File: config.mk
export PLATFORM = sky130hd
export DESIGN_NAME = fpmul_share_arb
export DESIGN_NICKNAME = d
export VERILOG_FILES = /design/src/rtl/fpmul_share_arb.sv
export SDC_FILE = /design/constraint.sdc
export NUM_CORES = 1
export LEC_CHECK = 0
export CORE_AREA = 2 2 307 309
export CTS_CLUSTER_SIZE = 16
export DETAILED_ROUTE_END_ITERATION = 7
export DIE_AREA = 0 0 309 311
export HOLD_SLACK_MARGIN = 0.12
export SYNTH_ARGS = -nofsm -noshare
export SYNTH_HDL_FRONTEND = slang
export SYNTH_SLANG_ARGS = --single-unit
File: constraint.sdc
create_clock -name clk -period 11.14 [get_ports clk]
set_clock_uncertainty 0.05 [all_clocks]
set_input_delay 1.114 -clock clk [delete_from_list [all_inputs] [get_ports clk]]
set_output_delay 1.114 -clock clk [all_outputs]
set_load 0.1 [all_outputs]
File: src/rtl/fpmul_share_arb.sv
// Round-robin scheduler sharing one fixed-latency FP64 multiplier between NREQ requesters.
// A tag shift register follows every issued operand pair so each product returns to its owner.
module fpmul_share_arb #(
  parameter int NREQ   = 4,
  parameter int LAT    = 6,
  parameter int MAXOUT = 2
) (
  input  logic                 clk,
  input  logic                 nrst,
  input  logic [NREQ-1:0]      req_valid,
  input  logic [64*NREQ-1:0]   req_a,
  input  logic [64*NREQ-1:0]   req_b,
  output logic [NREQ-1:0]      req_ready,
  input  logic                 hold,
  output logic [63:0]          mul_a,
  output logic [63:0]          mul_b,
  input  logic [63:0]          mul_p,
  output logic [NREQ-1:0]      rsp_valid,
  output logic [63:0]          rsp_data,
  output logic                 idle
);

  // Handshake: an operand pair moves when req_valid[i] & req_ready[i] at a rising edge.
  // req_ready is a pure function of current state and req_valid/hold, at most one bit high.
  // Results have no ready: rsp_valid[i] is a one-cycle strobe the requester must take.

  localparam logic [2:0] MAXOUT_C = 3'(MAXOUT);
  localparam logic [2:0] LAST_ID  = 3'(NREQ - 1);

  logic [2:0]      ptr;
  logic [2:0]      cnt     [NREQ];
  logic [2:0]      cnt_nxt [NREQ];
  logic [NREQ-1:0] eligible;
  logic            gnt_any;
  logic [2:0]      gnt_id;
  logic [63:0]     sel_a;
  logic [63:0]     sel_b;
  logic [LAT:0]    tag_v;
  logic [LAT:0]    tag_v_nxt;
  logic [2:0]      tag_id  [LAT+1];
  logic            idle_nxt;

  always_comb begin
    for (int i = 0; i < NREQ; i++) begin
      eligible[i] = req_valid[i] & (cnt[i] < MAXOUT_C) & ~hold;
    end
  end

  // Rotating search starting at ptr; the first eligible requester found wins.
  always_comb begin
    int c;
    gnt_any = 1'b0;
    gnt_id  = 3'd0;
    c       = 0;
    for (int j = 0; j < NREQ; j++) begin
      c = int'(ptr) + j;
      if (c >= NREQ) c = c - NREQ;
      for (int i = 0; i < NREQ; i++) begin
        if (!gnt_any && (i == c) && eligible[i]) begin
          gnt_any = 1'b1;
          gnt_id  = 3'(i);
        end
      end
    end
  end

  always_comb begin
    sel_a = 64'd0;
    sel_b = 64'd0;
    for (int i = 0; i < NREQ; i++) begin
      req_ready[i] = gnt_any && (gnt_id == 3'(i));
      if (req_ready[i]) begin
        sel_a = req_a[64*i +: 64];
        sel_b = req_b[64*i +: 64];
      end
    end
  end

  always_comb begin
    for (int i = 0; i < NREQ; i++) begin
      rsp_valid[i] = tag_v[LAT] && (tag_id[LAT] == 3'(i));
    end
  end

  assign rsp_data = mul_p;

  // A grant and a return for the same requester in one cycle cancel out.
  always_comb begin
    for (int i = 0; i < NREQ; i++) begin
      case ({req_ready[i], rsp_valid[i]})
        2'b10:   cnt_nxt[i] = cnt[i] + 3'd1;
        2'b01:   cnt_nxt[i] = cnt[i] - 3'd1;
        default: cnt_nxt[i] = cnt[i];
      endcase
    end
  end

  always_comb begin
    tag_v_nxt = {tag_v[LAT-1:0], gnt_any};
    idle_nxt  = ~|tag_v_nxt;
    for (int i = 0; i < NREQ; i++) begin
      if (cnt_nxt[i] != 3'd0) idle_nxt = 1'b0;
    end
  end

  always_ff @(posedge clk or negedge nrst) begin
    if (!nrst) begin
      ptr   <= 3'd0;
      mul_a <= 64'd0;
      mul_b <= 64'd0;
      tag_v <= '0;
      idle  <= 1'b1;
      for (int j = 0; j <= LAT; j++) tag_id[j] <= 3'd0;
      for (int i = 0; i < NREQ; i++) cnt[i] <= 3'd0;
    end else begin
      if (gnt_any) begin
        mul_a <= sel_a;
        mul_b <= sel_b;
        ptr   <= (gnt_id == LAST_ID) ? 3'd0 : gnt_id + 3'd1;
      end
      tag_v     <= tag_v_nxt;
      tag_id[0] <= gnt_id;
      for (int j = 1; j <= LAT; j++) tag_id[j] <= tag_id[j-1];
      for (int i = 0; i < NREQ; i++) cnt[i] <= cnt_nxt[i];
      idle <= idle_nxt;
    end
  end

endmodule

### Word level (Yosys, flattened, before mapping)

Cells that the tools add are included.

| storage, ports and cells | value |
|---|---|
| flip-flop bits (word level) | 172 |
| bits in latches | 0 |
| RAM bits | 0 |
| bits in read-only memories | 0 |
| bits of input ports | 583 |
| output and inout bits | 201 |
| logic and storage cells | 193 |
| memories kept | 0 |

| operators by class | value |
|---|---|
| add/subtract/negate cells | 16 |
| multipliers | 0 |
| divide/modulo/power cells | 0 |
| order comparisons | 8 |
| eq/ne operators | 26 |
| shift operators | 0 |
| muxes and demuxes | 52 |
| bitwise operators | 9 |
| reduce and logical (&&, ||, !) cells | 66 |

Operators with widths:

| kind | count |
|---|---|
| $mux W64 | 8 |
| $eq A3 B32 Y1 const A | 8 |
| $eq A2 B32 Y1 const A | 4 |
| $logic_not A32 Y1 | 4 |
| $mux W32 | 4 |
| $mux W3 | 15 |
| $logic_and A1 B1 Y1 | 39 |
| $pmux W3 S2 | 4 |
| $mux W1 | 21 |
| $logic_not A1 Y1 | 16 |
| $add A3 B1 Y3 const B | 5 |
| $sub A4 B3 Y5 const B | 3 |
| $eq A3 B2 Y1 const B | 4 |
| $ge A4 B3 Y1 const B | 3 |
| $lt A3 B2 Y1 const B | 4 |
| $reduce_bool A3 Y1 | 4 |
| $sub A3 B1 Y3 const B | 4 |
| $add A3 B2 Y4 const B | 2 |
| $and A1 B1 Y1 | 8 |
| $eq A2 B1 Y1 const B | 4 |
| $eq A2 B2 Y1 const B | 4 |
| $reduce_or A7 Y1 | 1 |
| $eq A3 B1 Y1 const B | 2 |
| $logic_not A3 Y1 | 2 |
| 4 further kinds | 4 |

### Depth between registers and ports, before layout

Gate-level depths: netlist of the first run.

| logic depth | value |
|---|---|
| word-level depth | 74 |
| depth in mapped cells | 18 |
| depth with buffers taken out | 15 |

### Worst setup path before layout of the first run

No wires, ideal clock.

| timing | value |
|---|---|
| kind | in2reg |
| start point | in hold |
| end point | reg idle |
| library setup time | 68 ps |
| data arrival time | 5523 ps |
| data required time | 11022 ps |
| slack | 5499 ps |
| cell stages on the path | 17 |
| buffers on the path | 3 |
| cell sequence | buf_4 > or4b_2 > o32a_1 > nor2b_1 > inv_1 > ha_1 > clkbuf_1 > clkbuf_1 > and2_1 > inv_1 > ha_1 > fa_1 > xnor2_1 > nor2_1 > xor2_1 > or4_1 > nor2_1 |

RTL lines:

| element | RTL line | RTL |
|---|---|---|
| start: declaration | 14 | `input logic hold,` |
| end signal: assignment | 125 | `idle <= idle_nxt;` |
| end: declaration | 20 | `output logic idle` |

### Final worst setup path of the first run

| timing | value |
|---|---|
| start point | in hold |
| end point | out req_ready[3] |

| between the ends | value |
|---|---|
| longest elaborated chain between the ends | 66 |
| elaborated cells between the ends (all ways) | 84 |
| classes of those cells | eq/ne (1); mux (31); bitwise (5); reduce/logical (47) |

RTL lines:

| element | RTL line | RTL |
|---|---|---|
| $not A1 Y1 (*) | 45 | `eligible[i] = req_valid[i] & (cnt[i] < MAXOUT_C) & ~hold;` |
| $and A1 B1 Y1 | 45 |  |
| $logic_and A1 B1 Y1 | 59 | `if (!gnt_any && (i == c) && eligible[i]) begin` |
| $mux W1 | 59 |  |
| $logic_not A1 Y1 | 59 |  |
| $logic_and A1 B1 Y1 (2 in a row) | 59 |  |
| $mux W1 | 59 |  |
| $logic_not A1 Y1 | 59 |  |
| [47 not listed] | -- |  |
| $logic_not A1 Y1 | 59 |  |
| $logic_and A1 B1 Y1 (2 in a row) | 59 |  |
| $mux W1 | 59 |  |
| $logic_not A1 Y1 | 59 |  |
| $logic_and A1 B1 Y1 (2 in a row) | 59 |  |
| $mux W3 | 59 |  |
| $eq A3 B2 Y1 | 71 | `req_ready[i] = gnt_any && (gnt_id == 3'(i));` |
| $logic_and A1 B1 Y1 (*) | 71 |  |
| end: declaration | 13 | `output logic [NREQ-1:0] req_ready,` |

Mark *: on every way between the ends. The rest lies on a longest branch, timed or not.

==> flow_metrics.py, run 1 <==
metrics = {
    "floorplan": {
        "core_area_um2": 92770,
        "die_w_um": 309,
        "die_h_um": 311,
        "num_rows": 112,
        "start_util_pct": 12.92,
        "num_io_pins": 784,
        "dieArea_um2": 96100,
    },
    "clock_network": {
        "numCtsBuffers": 17,
        "cts.repair.resized": 0,
        "cts_htree_levels": 4,
        "cts_hold_buf": 0,
        "cts.path.max_buffers": 2,
        "clk_pin_slew_ps": 80,
        "insertion_delay_ps": 510,
        "post-cts-setup-buffers": 0,
        "cts_sinks": 164,
        "cts_tree": "built",
        "cts_root_buf": "clkbuf_16",
    },
    "logic_synthesis": {
        "yosys_register_bits": 164,
        "synth_cell_types": 46,
        "synth_area_um2": 11980,
        "ys_seq_area_share_pct": 34.26,
        "synth_nets": 1955,
        "synth_edf_count": 0,
        "syn_avg_cell_area_um2": 8.798,
        "synth_ff_type": "dfrtp_1",
        "postSynthCellCount": 1362,
        "synth-async-reset-ratio_pct": 100.0,
        "yosysWarnings": 0,
    },
    "drt": {
        "drtIter0Drc": 1092,
        "wl_per_cell_um": 21.52,
        "drc_errors": 0,
        "dr_total_vias": 13310,
        "drt-vias-per-instance": 4.280,
        "drt-total-wl_um": 66920,
        "firstDrtPassIters": 5,
        "ant_nets": 0,
    },
    "grt": {
        "grt_max_degree": 102,
        "grt_pass1_vias": 13520,
        "antenna_found_initial": 6,
        "grt_pass1_wl_um": 94900,
        "grtUsageTotal_pct": 13.43,
        "overflow": 0,
    },
    "final_layout": {
        "fillers": 10320,
        "syn_to_final_growth_pct": 65.17,
        "nNetsFinal": 2431,
        "drive_gt1_share_pct": 8.590,
    },
    "sta": {
        "tns_ps": 0,
        "maxSlewHeadroom_pct": 24.33,
        "maxSlewViolCount": 0,
        "fin_crit_ps": 6511,
        "tightest_slew_ps": 1132,
        "whs_ps": 300.1,
        "fmax_mhz": 153.6,
        "period_share_pct": 58.45,
        "final-setup-viol-count": 0,
        "hold_viol_final": 0,
        "rsz0062_at_grt": "no",
    },
    "placed_design": {
        "gp_congestion": 0.8235,
        "hpwlAfterDp_um": 48710,
        "port_buffers": 655,
    },
    "power": {
        "netSwitchingFraction_pct": 57.69,
        "clkPwrFrac_pct": 13.5,
        "comb_power_share_pct": 66.6,
        "irDropWorstVdd_mv": 0.1335,
        "p_int_uw": 2008,
        "p_switching_uw": 2738,
        "p_per_area_nw_per_um2": 239.8,
        "power_leakage_uw": 0.008490,
        "p_seq_share_pct": 19.9,
    },
    "critical_path": {
        "worstSetupPathType": "in -> out",
        "crit_path_top_delay_cell": "clkdlybuf4s50_1",
        "worst_path_largest_cell_delay_ps": 1130,
        "required_ps": 9980,
        "end_kind": "primary output",
        "cp_max_fo": 89,
        "critical_path_arrival_ps": 5350,
        "crit_top_cell": "clkdlybuf4s50_1",
        "cpLargestDelayFamily": "buffers and inverters",
        "cp_cell_sequence": "clkdlybuf4s50_1, nor4b_4, buf_4, o32a_1, nor2b_1, ha_4, nand2_1, inv_1, clkdlybuf4s50_1",
        "timing.critical_path.buf_inv": 4,
        "cp-start-kind": "primary input",
    },
    "job": {
        "drv_cap": 0,
    },
    "outcome": {
        "status": "complete, no violations",
    },
    "min_path": {
        "hp-class": "reg -> reg",
    },
}
## cell usage after synthesis (14+ instances only)
cell | n | share of area, %
nor2_1 | 28 | 0.88
a21oi_1 | 112 | 4.7
dfrtp_1 | 163 | 34
a221oi_2 | 79 | 9.9
buf_2 | 33 | 1.4
nor2b_1 | 22 | 1.1
mux2i_1 | 23 | 1.9
a221oi_1 | 49 | 3.6
buf_4 | 72 | 4.5
o21ai_1 | 99 | 4.1
and3_1 | 345 | 18
o21ai_0 | 118 | 4.9
clkbuf_1 | 109 | 3.4
inv_1 | 14 | 0.44
o22ai_1 | 22 | 1.1
## final timing paths
| path | from | endpoint | slack [ps] | depth (start not counted) |
|---|---|---|---|---|
| setup / recovery | hold | req_ready[3] | 4630 | 9 |
| hold / removal | tag_id[4] | tag_id[1] | 300 | 0 |
| setup reg to reg | cnt[7] | mul_b[43] | 6550 | 8 |
| hold reg to reg | tag_id[4] | tag_id[1] | 300 | 0 |
| max in group asynchronous | nrst | tag_id[3] | 8990 | 2 |
| min in group asynchronous | nrst | mul_a[42] | 560 | 1 |
## sequential cells by signal, summed over array words and instances (netlist names)
| signal | flops |
|---|---|
| mul_a | 64 |
| mul_b | 64 |
| tag_id | 14 |
| cnt | 12 |
| tag_v | 7 |
| ptr | 2 |
| idle | 1 |
## stage by stage
step | power, uW | setup WS (ps) | cells | cell area, um2 | utilization [%]
2_1_floorplan | 3234 | 5499 | 1362 | 11980 | -
3_3_place_gp | 4113 | 4654 | 3073 | 19190 | 20.68
3_5_place_dp | 4131 | 4637 | 3073 | 19190 | 20.68
4_1_cts | 4801 | 4617 | 3105 | 19780 | 21.32
5_1_grt | 4996 | 4463 | 3105 | 19780 | 21.32
6_report | 4747 | 4629 | 3110 | 19790 | 21.33
## per-layer routing
layer / up-vias / GRT usage (%) / wire [um]
met4: 4 / 5.373 / 2195
met5: - / 0 / 30
met1: 6532 / 16.62 / 28190
met2: 642 / 21.51 / 30900
li1: 6035 / - / -
met3: 97 / 4.236 / 5602
## power groups by stage
stage	sequential [uW]	clock, uW	combinational (uW)
floorplan	2080	0	1160
global placement	951	0	3160
detailed placement	952	0	3180
CTS	946	673	3180
global route	970	692	3330
finish	945	640	3160
## cell type report
cell class | count | area, um2 | share of cell area, %
Inverter | 16 | 70.07 | 0.3540
Sequential cell | 164 | 4105 | 20.74
Clock buffer | 18 | 439.2 | 2.219
Antenna cell | 5 | 12.51 | 0.06322
Clock inverter | 14 | 153.9 | 0.7776
Timing Repair Buffer | 683 | 6780 | 34.26
Multi-Input combinational cell | 956 | 6661 | 33.66
Tap cell | 1254 | 1569 | 7.928
## cells in the final DEF, fill, tap and decap left out, types with 22 or more instances in the layout
cell	n
clkdlybuf4s50_1	653
and3_1	345
dfrtp_1	163
o21ai_0	118
a21oi_1	112
o21ai_1	99
a221oi_2	79
a221oi_1	49
nor2_1	28
buf_4	28
mux2i_1	23
nor2b_1	22
o22ai_1	22
## kinds of logic (layout without fill, tap and decap cells)
family	Yosys count	after routing	share of synthesized area [%]
fa+ha+maj	10	10	1.295
xor+xnor	12	12	0.8771
buf+inv	242	731	10.51
flops	164	164	34.26
simple gates	424	424	22.11
other cells	0	5	0
mux	24	24	2.015
compound gates	486	486	28.93
## worst reg2reg max path, stage by stage (launching register included)
cell and delay [ps]:
dfrtp_1 430, nor4b_4 270, buf_4 800, nor2_1 190, a22oi_2 300, buf_4 590, buf_4 610, nand2_1 820
o22ai_1 430
Power figures use the tool's default switching activity.
==> run 2: changes to the inputs <==
- CORE_AREA: 2 2 307 309 -> 2 2 305 307
- DIE_AREA: 0 0 309 311 -> 0 0 307 309
- clock period: 11.14 -> 5.51 ns (I/O delays scaled with it)
==> run 2 against run 1 <==
  * Register-to-register slack worse by 4900 ps
  * First-iteration DRC count up 1.7%
  * Sequential cell count unchanged
==> flow_metrics.py, run 2 (same netlist as run 1, synthesis figures left out) <==
metrics = {
    "power": {
        "finalPower_uw": 9728,
        "p_per_area_nw_per_um2": 490.0,
        "power_leakage_uw": 0.008572,
        "irDropWorstVdd_mv": 0.3633,
    },
    "final_layout": {
        "drive_gt1_share_pct": 8.904,
        "fin_cells": 3040,
        "syn_to_final_growth_pct": 65.67,
        "largestRegisters": "mul_a (64), mul_b (64), tag_id (14)",
        "final_common_cell": "clkdlybuf4s50_1",
        "layout_common_cells": "648 x clkdlybuf4s50_1, 345 x and3_1, 163 x dfrtp_1",
        "fillers": 10080,
        "nNetsFinal": 2433,
    },
    "drt": {
        "dr_total_vias": 13480,
        "drtIter0Drc": 1111,
        "drc_errors": 0,
        "drt-vias-per-instance": 4.433,
        "firstDrtPassIters": 6,
        "drt-total-wl_um": 68680,
        "wl_per_cell_um": 22.59,
        "ant_nets": 0,
    },
    "floorplan": {
        "num_rows": 111,
        "num_io_pins": 784,
        "die_h_um": 309,
        "dieArea_um2": 94860,
        "core_area_um2": 91390,
        "start_util_pct": 13.11,
        "die_w_um": 307,
    },
    "critical_path": {
        "reg2reg_from": "cnt[4]",
        "reg2reg_slack_ps": 1640,
        "cp-start-kind": "primary input",
        "worstSetupPathType": "in -> reg",
        "cp.depth": 15,
        "cpLargestDelayFamily": "simple AND/OR/NAND/NOR gates",
        "crit_path_top_delay_cell": "or4b_2",
        "cp_cell_sequence": "clkdlybuf4s50_1, or4b_2, o32a_1, nor2b_1, inv_1, ha_4, and2_1, inv_1, ha_1, fa_1, xnor2_1, nor2_1, xor2_1, or4_1, nor2_1",
        "end_kind": "flip-flop",
        "critical_path_arrival_ps": 4620,
        "worst_path_largest_cell_delay_ps": 810,
        "required_ps": 5900,
        "timing.critical_path.buf_inv": 3,
        "cp_max_fo": 6,
        "crit_start": "hold",
        "r2r_end": "idle",
        "rr_worst_depth": 14,
    },
    "sta": {
        "tns_ps": 0,
        "hold_viol_final": 0,
        "finalWorstSetupSlack_ps": 1275,
        "rsz0062_at_grt": "no",
        "period_share_pct": 76.86,
        "fmax_mhz": 236.1,
        "whs_ps": 296.1,
        "tightest_slew_ps": 1105,
        "final-setup-viol-count": 0,
        "maxSlewViolCount": 0,
        "maxSlewHeadroom_pct": 26.12,
        "fin_crit_ps": 4235,
    },
    "clock_network": {
        "numCtsBuffers": 17,
        "cts_sinks": 164,
        "cts_root_buf": "clkbuf_16",
        "cts_tree": "built",
        "insertion_delay_ps": 500,
        "cts.path.max_buffers": 2,
        "cts_htree_levels": 4,
        "cts.repair.resized": 0,
        "clk_pin_slew_ps": 80,
    },
    "placed_design": {
        "place_inst": 3006,
        "hpwlAfterDp_um": 48510,
        "port_buffers": 655,
        "post-place-ws_ps": 731.5,
        "gp_congestion": 0.8202,
    },
    "outcome": {
        "status": "complete, no violations",
    },
    "grt": {
        "grt_max_degree": 150,
        "antenna_found_initial": 6,
        "grtUsageTotal_pct": 13.94,
        "overflow": 0,
        "grt_pass1_vias": 13630,
        "grt_pass1_wl_um": 97190,
    },
    "job": {
        "drv_cap": 0,
    },
    "min_path": {
        "worstHoldStart": "tag_id[13]",
        "hp-class": "reg -> reg",
        "holdPathEnd": "tag_id[10]",
        "whs_path_depth": 0,
    },
}
==> run 2: layer usage <==
| metal | global-route usage, % | part of all wire [%] | vias to the layer above |
|---|---|---|---|
| li1 | - | - | 6024 |
| met1 | 17.10 | 41 | 6657 |
| met2 | 22.93 | 48 | 685 |
| met3 | 3.987 | 7.7 | 103 |
| met4 | 5.581 | 3.5 | 6 |
| met5 | 0 | 0.055 | - |
==> run 2: area by class of cell <==
type                    count  area [um2]  share of cell area [%]
clock inverters            14       178.9                  0.9013
flip-flops and latches    164        4105                   20.68
multi-input cells         956        6661                   33.56
well taps                1186        1484                   7.475
inverters                  16       70.07                  0.3530
repair buffers            685        6910                   34.81
diodes                      1       2.502                 0.01261
clock buffers              18       439.2                   2.212
==> run 2: stage by stage <==
stage | utilization (%) | area (um2)
after floorplan | - | 11980
after global placement | 21.03 | 19220
after global routing | 21.72 | 19850
final | 21.72 | 19850
after CTS | 21.72 | 19850
after detailed placement | 21.03 | 19220
==> run 2: report_power, final <==
group | total [uW] | internal [uW] | switching (uW)
combinational | 6450 | 1870 | 4580
sequential | 1920 | 1630 | 295
clock | 1350 | 667 | 687
==> run 2: what timing repair did <==
action / CTS / global route
hold endpoints to repair: 72 / 0
setup buffers: 0 / 0
hold buffers: 1 / 0
==> run 2: how the worst max path moves through the flow <==
| stage | to | slack, ps |
|---|---|---|
| global route | idle | 1060 |
| finish | idle | 1270 |
| floorplan | idle | 430 |
| detailed placement | idle | 730 |
| global placement | idle | 820 |
| CTS | idle | 1320 |
==> run 3: changes to the inputs <==
- clock period: 5.51 -> 3.7 ns (I/O delays scaled with it)
==> run 3 against run 2 <==
  * Hold slack better by 4.5 ps
  * Clock-buffer cell count down 1
  * Clock power up 50%
  * First-iteration DRC count down 12%
  * Register-to-register slack worse by 1500 ps
  * Die area unchanged
  * Setup slack worse by 1100 ps
  * Combinational power up 54%
  * Utilization up 0.59 points
  * Largest cell class unchanged
  * Non-clock buffer count up 47
  * Power up 52%
  * Via count down 0.47%
==> flow_metrics.py, run 3 (same netlist as run 1, synthesis figures left out) <==
metrics = {
    "final_layout": {
        "final_common_cell": "clkdlybuf4s50_1",
        "fin_util_pct": 22.32,
        "largestRegisters": "mul_a (64), mul_b (64), tag_id (14)",
        "syn_to_final_growth_pct": 70.19,
        "nNetsFinal": 2480,
        "fin_cells": 3093,
        "drive_gt1_share_pct": 11.42,
        "layout_common_cells": "648 x clkdlybuf4s50_1, 345 x and3_1, 163 x dfrtp_1",
    },
    "drt": {
        "wl_per_cell_um": 21.61,
        "firstDrtPassIters": 7,
        "ant_nets": 0,
        "dr_total_vias": 13410,
        "drc_errors": 0,
        "drt-vias-per-instance": 4.336,
        "drt-total-wl_um": 66830,
        "drtIter0Drc": 975,
    },
    "clock_network": {
        "clk_pin_slew_ps": 80,
        "insertion_delay_ps": 510,
        "cts_tree": "built",
        "cts_root_buf": "clkbuf_16",
        "post-cts-setup-buffers": 0,
        "cts_sinks": 164,
        "cts.path.max_buffers": 2,
        "cts_htree_levels": 4,
        "numCtsBuffers": 17,
    },
    "critical_path": {
        "reg2reg_slack_ps": 130,
        "rr_worst_depth": 14,
        "worstSetupPathType": "reg -> reg",
        "r2r_end": "idle",
        "critical_path_arrival_ps": 3960,
        "reg2reg_from": "cnt[5]",
        "end_kind": "flip-flop",
        "required_ps": 4090,
        "cp_max_fo": 3,
        "cp-start-kind": "flip-flop",
    },
    "sta": {
        "fmax_mhz": 280.3,
        "maxSlewViolCount": 0,
        "period_share_pct": 96.44,
        "hold_viol_final": 0,
        "final-setup-viol-count": 0,
        "fin_crit_ps": 3568,
        "tns_ps": 0,
        "maxSlewHeadroom_pct": 24.97,
        "rsz0062_at_grt": "no",
        "tightest_slew_ps": 1122,
    },
    "job": {
        "drv_cap": 0,
    },
    "min_path": {
        "holdPathEnd": "tag_id[1]",
        "worstHoldStart": "tag_id[4]",
        "whs_path_depth": 0,
        "hp-class": "reg -> reg",
    },
    "placed_design": {
        "place_inst": 3053,
        "hpwlAfterDp_um": 48920,
        "gp_congestion": 0.8133,
        "port_buffers": 655,
    },
    "floorplan": {
        "die_w_um": 307,
        "core_area_um2": 91390,
        "start_util_pct": 13.11,
        "num_io_pins": 784,
        "die_h_um": 309,
        "num_rows": 111,
        "dieArea_um2": 94860,
    },
    "power": {
        "netSwitchingFraction_pct": 56.31,
        "irDropWorstVdd_mv": 0.3730,
        "p_int_uw": 6458,
        "power_leakage_uw": 0.008863,
        "p_switching_uw": 8325,
        "p_per_area_nw_per_um2": 724.9,
        "clkPwrFrac_pct": 13.8,
        "comb_power_share_pct": 67.0,
        "finalPower_uw": 14780,
        "p_seq_share_pct": 19.2,
    },
    "outcome": {
        "status": "complete, no violations",
    },
    "grt": {
        "grtUsageTotal_pct": 13.55,
        "grt_pass1_wl_um": 94850,
        "grt_max_degree": 112,
        "overflow": 0,
        "grt_pass1_vias": 13820,
        "antenna_found_initial": 6,
    },
}
[run 3: worst max-delay path by stage]
stage                     startpoint   end  slack (ps)  cells after the start
after global routing          cnt[5]  idle           4                     14
after global placement          hold  idle        -300                     17
after detailed placement        hold  idle        -320                     17
final                         cnt[5]  idle         130                     14
after floorplan                 hold  idle        -190                     17
after CTS                     cnt[5]  idle         130                     14
[run 3: metrics by stage]
stage | setup WS, ps | hold slack (ps) | instance area, um2
6_report | 131.9 | 300.5 | 20390
2_1_floorplan | -194.9 | 24.41 | 12040
5_1_grt | 3.525 | 308.4 | 20380
4_1_cts | 131.7 | 303.5 | 20370
3_5_place_dp | -316.6 | 284.7 | 19740
3_3_place_gp | -297.5 | 283.5 | 19740
[run 3: worst max-delay path, cell delays in order (launching register included)]
cell	delay, ps
dfrtp_1	420
or4b_4	550
o32a_1	380
nor2b_1	160
inv_1	100
ha_4	130
and2_4	150
inv_2	30
ha_1	210
fa_2	400
xnor2_1	130
nor2_1	160
xor2_1	100
or4_1	400
nor2_1	120
[run 3: metal layers]
metal / global-route usage, % / up-vias / wire (um)
met5: 0 / - / 34
li1: - / 6118 / -
met3: 4.686 / 103 / 5669
met4: 6.137 / 4 / 2262
met2: 21.88 / 648 / 31250
met1: 16.19 / 6539 / 27610
[run 3: layout make-up]
cell class,count,area [um2]
Fill cell,10040,70990
Timing Repair Buffer,732,7413
Multi-Input combinational cell,956,6681
Sequential cell,164,4105
Tap cell,1186,1484
Clock buffer,17,425.4
Clock inverter,15,196.4
Inverter,16,70.07
Antenna cell,7,17.52
[run 3: power groups by stage]
stage	Clock, uW	Combinational (uW)	Sequential, uW
after floorplan	0	3520	6250
after global placement	0	9900	2860
after detailed placement	0	9930	2870
after CTS	2130	9960	2840
after global routing	2190	10500	2920
final	2030	9910	2840
[run 3: timing repair]
| item | in CTS | in global routing |
|---|---|---|
| endpoints found under the hold margin | 71 | 0 |
| endpoints found under the setup margin | 0 | 1 |
| hold buffers | 1 | 0 |
| gates resized for setup | 0 | 1 |
